<file path="src/rtl/lab6_par2ser.sv">
// lab6_par2ser: parallel-in, serial-out serializer, LSB first.
// A word is accepted through a valid/ready handshake and then sent one bit
// per shift_en strobe. A lab6 shift register clocked by the same strobe
// holds the original word once the frame is complete.
// Optional feature: define LAB6_PAR2SER_BACK2BACK_EN to accept the next
// word on the strobe that consumes the last bit, so frames run with no gap.
module lab6_par2ser #(
  parameter int WIDTH = 8
) (
  input  logic             clk,
  input  logic             rst_n,
  input  logic [WIDTH-1:0] data_in,
  input  logic             load_valid,
  output logic             load_ready,
  input  logic             shift_en,
  output logic             serial_out,
  output logic             out_valid,
  output logic             done
);

  localparam int CNT_W = $clog2(WIDTH);

  typedef enum logic {
    IDLE  = 1'b0,
    SHIFT = 1'b1
  } state_t;

  state_t           state_q, state_d;
  logic [WIDTH-1:0] shreg_q, shreg_d;
  logic [CNT_W-1:0] cnt_q, cnt_d;
  logic             done_q, done_d;

  logic last_bit;
  logic accept;

  assign last_bit   = (cnt_q == CNT_W'(WIDTH - 1));
  assign accept     = load_valid && load_ready;
  assign out_valid  = (state_q == SHIFT);
  // The zero fill in SHIFT keeps the line low once a frame has drained.
  assign serial_out = shreg_q[0];
  assign done       = done_q;

  // Ready decode: always ready when idle, optionally on the last strobe too.
  always_comb begin
    load_ready = (state_q == IDLE);
`ifdef LAB6_PAR2SER_BACK2BACK_EN
    if ((state_q == SHIFT) && shift_en && last_bit) begin
      load_ready = 1'b1;
    end
`else
`endif
  end

  // Next-state and datapath decode for the IDLE/SHIFT controller.
  always_comb begin
    // NOTE: every signal gets a default first, so no path can leave one
    // unassigned and infer a latch.
    state_d = state_q;
    shreg_d = shreg_q;
    cnt_d   = cnt_q;
    done_d  = 1'b0;
    unique case (state_q)
      IDLE: begin
        if (accept) begin
          shreg_d = data_in;
          cnt_d   = '0;
          state_d = SHIFT;
        end
      end
      SHIFT: begin
        if (shift_en) begin
          shreg_d = {1'b0, shreg_q[WIDTH-1:1]};
          cnt_d   = cnt_q + CNT_W'(1);
          if (last_bit) begin
            done_d = 1'b1;
            cnt_d  = '0;
            // accept can only be true here when back-to-back loading is on.
            if (accept) begin
              shreg_d = data_in;
              state_d = SHIFT;
            end else begin
              state_d = IDLE;
            end
          end
        end
      end
      default: state_d = IDLE;
    endcase
  end

  // State, shift register, counter and done pulse registers.
  always_ff @(posedge clk or negedge rst_n) begin
    if (!rst_n) begin
      state_q <= IDLE;
      shreg_q <= '0;
      cnt_q   <= '0;
      done_q  <= 1'b0;
    end else begin
      // NOTE: non-blocking assignments so every register samples the
      // pre-edge values regardless of statement order.
      state_q <= state_d;
      shreg_q <= shreg_d;
      cnt_q   <= cnt_d;
      done_q  <= done_d;
    end
  end

endmodule

</file>
<file path="config.mk">
export PLATFORM = sky130hd
export DESIGN_NAME = lab6_par2ser
export DESIGN_NICKNAME = d
export VERILOG_FILES = /design/src/rtl/lab6_par2ser.sv
export SDC_FILE = /design/constraint.sdc
export NUM_CORES = 1
export LEC_CHECK = 0
export ABC_AREA = 0
export CAP_MARGIN = 20
export CORE_UTILIZATION = 47
export DETAILED_ROUTE_END_ITERATION = 8
export HOLD_SLACK_MARGIN = 0.05
export PLACE_DENSITY = 0.76
export SKIP_CTS_REPAIR_TIMING = 1
export SLEW_MARGIN = 0
export SYNTH_ARGS = -nofsm -noshare
export SYNTH_HDL_FRONTEND = slang
export SYNTH_SLANG_ARGS = --single-unit
</file>
<file path="constraint.sdc">
create_clock -name clk -period 1.8 [get_ports clk]
set_clock_uncertainty 0.15 [all_clocks]
set_input_delay 0.54 -clock clk [delete_from_list [all_inputs] [get_ports clk]]
set_output_delay 0.54 -clock clk [all_outputs]
set_load 0.02 [all_outputs]
</file>
==> results of run 1 <==
Yosys cell counts:
cell type	n	area share
mux2i_1	25	0.36
dfrtp_1	13	0.46
ha_1	3	0.053
nor2_1	3	0.016
buf_6	2	0.032
o2bb2ai_1	2	0.025
a32o_1	1	0.014
and3_2	1	0.011
buf_4	1	0.011
inv_1	1	0.0053
nand2_1	1	0.0053
o22ai_1	1	0.0089
state kept, by name, summed over array words and instances (netlist names):
register / flops
cnt_q: 3
done: 1
out_valid: 1
shreg_q: 8
logic make-up (layout without fill, tap and decap cells):
group                      count (synthesis)  after routing
muxes                                     25             25
buffers and inverters                      4             25
and+or+nand+nor                            5              5
AOI/OAI and AO/OA                          4              4
DFF                                       13             13
adders and majority gates                  3              3
per-layer routing:
layer,track usage,vias to the layer above,share of wire
li1,-,242,-
met1,0.254,225,0.49
met2,0.266,10,0.47
met3,0.0489,2,0.030
met4,0.100,0,0.0088
met5,0,-,0
through the flow:
step,total power (W),cells,util,cell area (µm²),setup TNS [ns]
after floorplan,0.000752,54,-,703,0
after global placement,0.000896,86,0.670,905,0
after detailed placement,0.000910,86,0.670,905,-0.0116
after CTS,0.00109,90,0.690,931,-0.670
after global routing,0.00115,90,0.697,941,0
final,0.00107,90,0.697,941,0
area by class of cell:
type	count	area, µm²	area share
multi-input combinational	37	344	0.366
sequential	13	325	0.346
timing repair buffer	20	223	0.237
clock buffer	4	26.3	0.0279
tap	15	18.8	0.0199
inverter	1	3.75	0.00399
worst register-to-register path: stages, from the launching register on:
cell and delay [ns]:
dfrtp_1 0.40, ha_1 0.22, ha_1 0.27, mux2i_1 0.14
o2bb2ai_1 0.08
worst max path at each step:
stage / to / cells past startpoint / start / slack [ns]
floorplan: load_ready / 2 / out_valid$_DFF_PN0_ / 0.26
global placement: shreg_q[1]$_DFFE_PN0P_ / 4 / shift_en / 0.03
detailed placement: shreg_q[6]$_DFFE_PN0P_ / 4 / shift_en / -0.01
CTS: load_ready / 2 / out_valid$_DFF_PN0_ / -0.25
global route: load_ready / 2 / out_valid$_DFF_PN0_ / 0.09
finish: load_ready / 2 / out_valid$_DFF_PN0_ / 0.14
power groups by stage:
stage / clock network [W] / registers (W) / logic [W]
2_1_floorplan: 0 / 0.000494 / 0.000259
3_3_place_gp: 0 / 0.000485 / 0.000411
3_5_place_dp: 0 / 0.000488 / 0.000422
4_1_cts: 0.000181 / 0.000483 / 0.000422
5_1_grt: 0.000196 / 0.000499 / 0.000458
6_report: 0.000180 / 0.000482 / 0.000410
==> run metrics, run 1 <==
post-route ant nets=0; Fin Hold WS=0.375 ns; Critical Path End Type=output pin; slowest stage cell, crit path=dfrtp_1; Crit path arrival time=0.97 ns; All-Layer GR Usage=0.186; grt ovf=0; sequential cell area fraction in the yosys report=0.463; RSZ-0062 raised after global routing=no; Hold Crit Endpoint=cnt_q[1]$_DFFE_PN0P_; final hold vios=0; Int Power=0.000708 W; Initial Util=0.521; worst r2r dst=cnt_q[2]$_DFFE_PN0P_; Vert. Die Dim=40.7 µm; critical path's top delay family=flip-flops; WL/cell=13.9 µm; Synth Area in XOR/XNOR=0; vias in the first global route=439; commonest non-fill, non-tap cell in the layout=mux2i_1; core area=1350 µm²; PwrDens=1140 nW/µm²; Adder-Cell Fraction of Synth Area=0.0534; synthesized area=703 µm²; highest clock rate=0.603 GHz; Initial DRC Count=3; aggregate routed wire length=1250 µm; simple-gate area share of the yosys netlist=0.0320; CP bufs+invs=2; Slew @ Worst Pin=0.250 ns; Leakage Power=0.549 nW; Clk Tree Root Cell=clkbuf_4; Clock transition at path regs=0.08 ns; final setup fails=0; post-synthesis register bit count=13; minimum clock period=1.66 ns; max incr delay on CP=0.40 ns; layout cell share with drive strength beyond 1=0.120; GP Congestion=0.752; Peak VDD IR=765 µV; Worst Reg-to-Reg Cells=4; worst path required time=1.11 ns; Hold Crit Depth=1; hold crit path type=register to register; compound-cell area share of the yosys netlist=0.0480; largest family of logic cells by synthesized area=multiplexers; Synth Warn #=0; sequential share of power=0.450; largest net degree at the start of global routing=14; IO Count=16; slew margin rel.=0.833; count of cell types in the netlist=12; syn nets=69; Inserted Clock Buffers=3; r2r startpoint=cnt_q[0]$_DFFE_PN0P_; reg-to-reg slack, setup=0.43 ns; pre-CTS setup slack=-0.0116 ns; Avg Synthesized Cell Area=13.0 µm²; CTS tree=yes; run status=completed; max-cap violation count=0; NetSw=0.000363 W; number of antenna diodes=0; fillers=107; final worst slack=0.141 ns; Clock power frac=0.168; Sw Ratio=0.339; most frequent cells in the layout=mux2i_1 (25), dfrtp_1 (13), clkdlybuf4s50_1 (11); Die Area=1650 µm²; IO buf count=15; Setup CP Type=register to output pin; Area Growth Syn to Fin=33.8%; Clock Tree Buf Depth=2; DP HPWL=885 µm; Worst-Skew Late Latency=0.27 ns; synthesized instance count=54; Worst Min Path Start=cnt_q[1]$_DFFE_PN0P_; Vias=479; Cell Chain, Critical Path=inv_1, dlymetal6s2s_1; # rows=13; Final period util=0.922; Die W=40.7 µm; initial antenna violation count=0; crit path max fanout=3; Combinational Power Share=0.382; Post-route DRC=0; Clock Sinks=13; Startpoint Class=register; drt pass-1 iters=4; Slew Limit Fails=0; Layout Nets=91; first-pass GRT wire length=1910 µm; vias per cell=5.32; mux contribution to synthesized area=0.356; CTS H-Tree Depth=1
No activity file was read; power rests on OpenSTA's default activity.
==> inputs of run 2 (changes only) <==
CORE_MARGIN = 2   (was not set)
==> run 2 against run 1 <==
- first-iteration DRC count shrank 100%
- clock power is essentially flat
- core utilization grew 0.093 points
==> run metrics, run 2 (synthesized netlist as in run 1, its figures left out) <==
run status=completed; GP Congestion=0.743 (-1.2%); Fin Hold WS=0.389 ns (+0.0139 ns); Inserted Clock Buffers=3 (unchanged); largest net degree at the start of global routing=14 (unchanged); Final period util=0.914 (-0.00797); Worst Reg-to-Reg Cells=4 (unchanged); CTS H-Tree Depth=1 (unchanged); WL/cell=13.8 µm (-0.40%); reg-to-reg slack, setup=0.41 ns (-0.02 ns); PwrDens=1150 nW/µm² (+0.82%); Layout Nets=91 (unchanged); grt ovf=0 (unchanged); Critical Path End Type=output pin; commonest non-fill, non-tap cell in the layout=mux2i_1; Die W=42.7 µm (+4.9%); Initial DRC Count=0 (-3); aggregate routed wire length=1250 µm (-0.40%); Area Growth Syn to Fin=34.0%; IO buf count=15 (unchanged); first-pass GRT wire length=2170 µm (+13%); Peak VDD IR=809 µV (+5.7%); vias per cell=5.32 (unchanged); post-route ant nets=0 (unchanged); Post-route DRC=0 (unchanged); crit path max fanout=3 (unchanged); max-cap violation count=0 (unchanged); worst r2r dst=cnt_q[2]$_DFFE_PN0P_; Hold Crit Depth=1 (unchanged); r2r startpoint=cnt_q[0]$_DFFE_PN0P_; Hold Crit Endpoint=cnt_q[1]$_DFFE_PN0P_; Startpoint Class=register; Clk Tree Root Cell=clkbuf_4; Worst-Skew Late Latency=0.28 ns (about the same); max FFs per register=8 (unchanged); final setup fails=0 (unchanged); initial antenna violation count=0 (unchanged); Vias=479 (unchanged); Crit path arrival time=0.96 ns (about the same); Vert. Die Dim=42.7 µm (+4.9%); vias in the first global route=480 (+9.3%); # rows=13 (unchanged); multi-input logic area=344 µm² (unchanged); fillers=105 (-1.9%); Slew @ Worst Pin=0.229 ns (-0.0214 ns); core area=1350 µm² (unchanged); slew margin rel.=0.847 (+0.0143); Regs by FF count=shreg_q: 8 flops, cnt_q: 3 flops; minimum clock period=1.65 ns (-0.0143 ns); Clock transition at path regs=0.08 ns (about the same); Top reg by flops=shreg_q; IO Count=16 (unchanged); Die Area=1820 µm² (+10%); final hold vios=0 (unchanged); Clock Tree Buf Depth=2 (unchanged); CTS tree=yes; RSZ-0062 raised after global routing=no; highest clock rate=0.608 GHz (+0.87%); Initial Util=0.521 (unchanged); hold crit path type=register to register; layout cell share with drive strength beyond 1=0.133 (+0.0133); Setup crit start=out_valid$_DFF_PN0_; Clock Sinks=13 (unchanged); Reg area=325 µm² (unchanged); setup tns final=0 ns (unchanged); Slew Limit Fails=0 (unchanged); most frequent cells in the layout=mux2i_1 (25), dfrtp_1 (13), clkdlybuf4s50_1 (11); number of antenna diodes=0 (unchanged); Setup CP Type=register to output pin; DP HPWL=885 µm (about the same); Worst Min Path Start=cnt_q[1]$_DFFE_PN0P_; drt pass-1 iters=1 (-3); worst path required time=1.11 ns (about the same); All-Layer GR Usage=0.163 (-0.0232); Leakage Power=0.552 nW (+0.50%)
run 2: cell count changes in the layout (fill, tap and decap cells not counted), sizes merged:
cell / change
clkbuf: -1
clkinv: +1
run 2: layout make-up:
type / instances / area share
Timing Repair Buffer: 20 / 0.236
Inverter: 1 / 0.00398
Tap cell: 15 / 0.0199
Sequential cell: 13 / 0.345
Multi-Input combinational cell: 37 / 0.365
Clock buffer: 3 / 0.0239
Clock inverter: 1 / 0.00531
run 2: worst max path at each step:
| stage | to | slack (ns) | depth (start not counted) |
|---|---|---|---|
| 2_1_floorplan | load_ready | 0.26 | 2 |
| 3_3_place_gp | shreg_q[3]$_DFFE_PN0P_ | 0.03 | 4 |
| 4_1_cts | load_ready | -0.25 | 2 |
| 5_1_grt | load_ready | 0.08 | 2 |
| 6_report | load_ready | 0.15 | 2 |
| 3_5_place_dp | shreg_q[7]$_DFFE_PN0P_ | 0.02 | 4 |
run 2: stage by stage:
step	util	power [W]	setup slack (ns)	std cells	area [µm²]
2_1_floorplan	-	0.000752	0.263	54	703
4_1_cts	0.690	0.00111	-0.248	90	932
5_1_grt	0.698	0.00116	0.0805	90	942
3_5_place_dp	0.670	0.000912	0.0186	86	905
3_3_place_gp	0.670	0.000893	0.0341	86	905
6_report	0.698	0.00108	0.155	90	942
run 2: layer usage:
layer	GRT usage	wire, µm	vias up
met2	0.261	596	11
met3	0.0809	74	3
li1	-	-	238
met4	0.0375	16	0
met5	0	0	-
met1	0.194	559	227
run 2: power breakdown:
| part | internal, W | leakage, nW | switching, W | total, W |
|---|---|---|---|---|
| Combinational | 0.000229 | 0.367 | 0.000189 | 0.000418 |
| Clock | 0.0000826 | 0.0177 | 0.0000997 | 0.000182 |
| Sequential | 0.000397 | 0.167 | 0.0000836 | 0.000481 |
| Total | 0.000709 | 0.552 | 0.000373 | 0.00108 |
run 2: critical path, stage by stage, from the launching register on:
cell and delay [ns]:
dfrtp_1 0.39, inv_1 0.07, dlymetal6s2s_1 0.22
==> inputs of run 3 (changes only) <==
MAX_ROUTING_LAYER = met4   (was not set)
==> results of run 3 <==
Same layout as run 2: the final DEF is identical, and so are final timing and power.
Among the figures that moved: final weighted congestion in routability-driven placement 0.743 -> 0.752; overall routing resource usage 0.163 -> 0.167
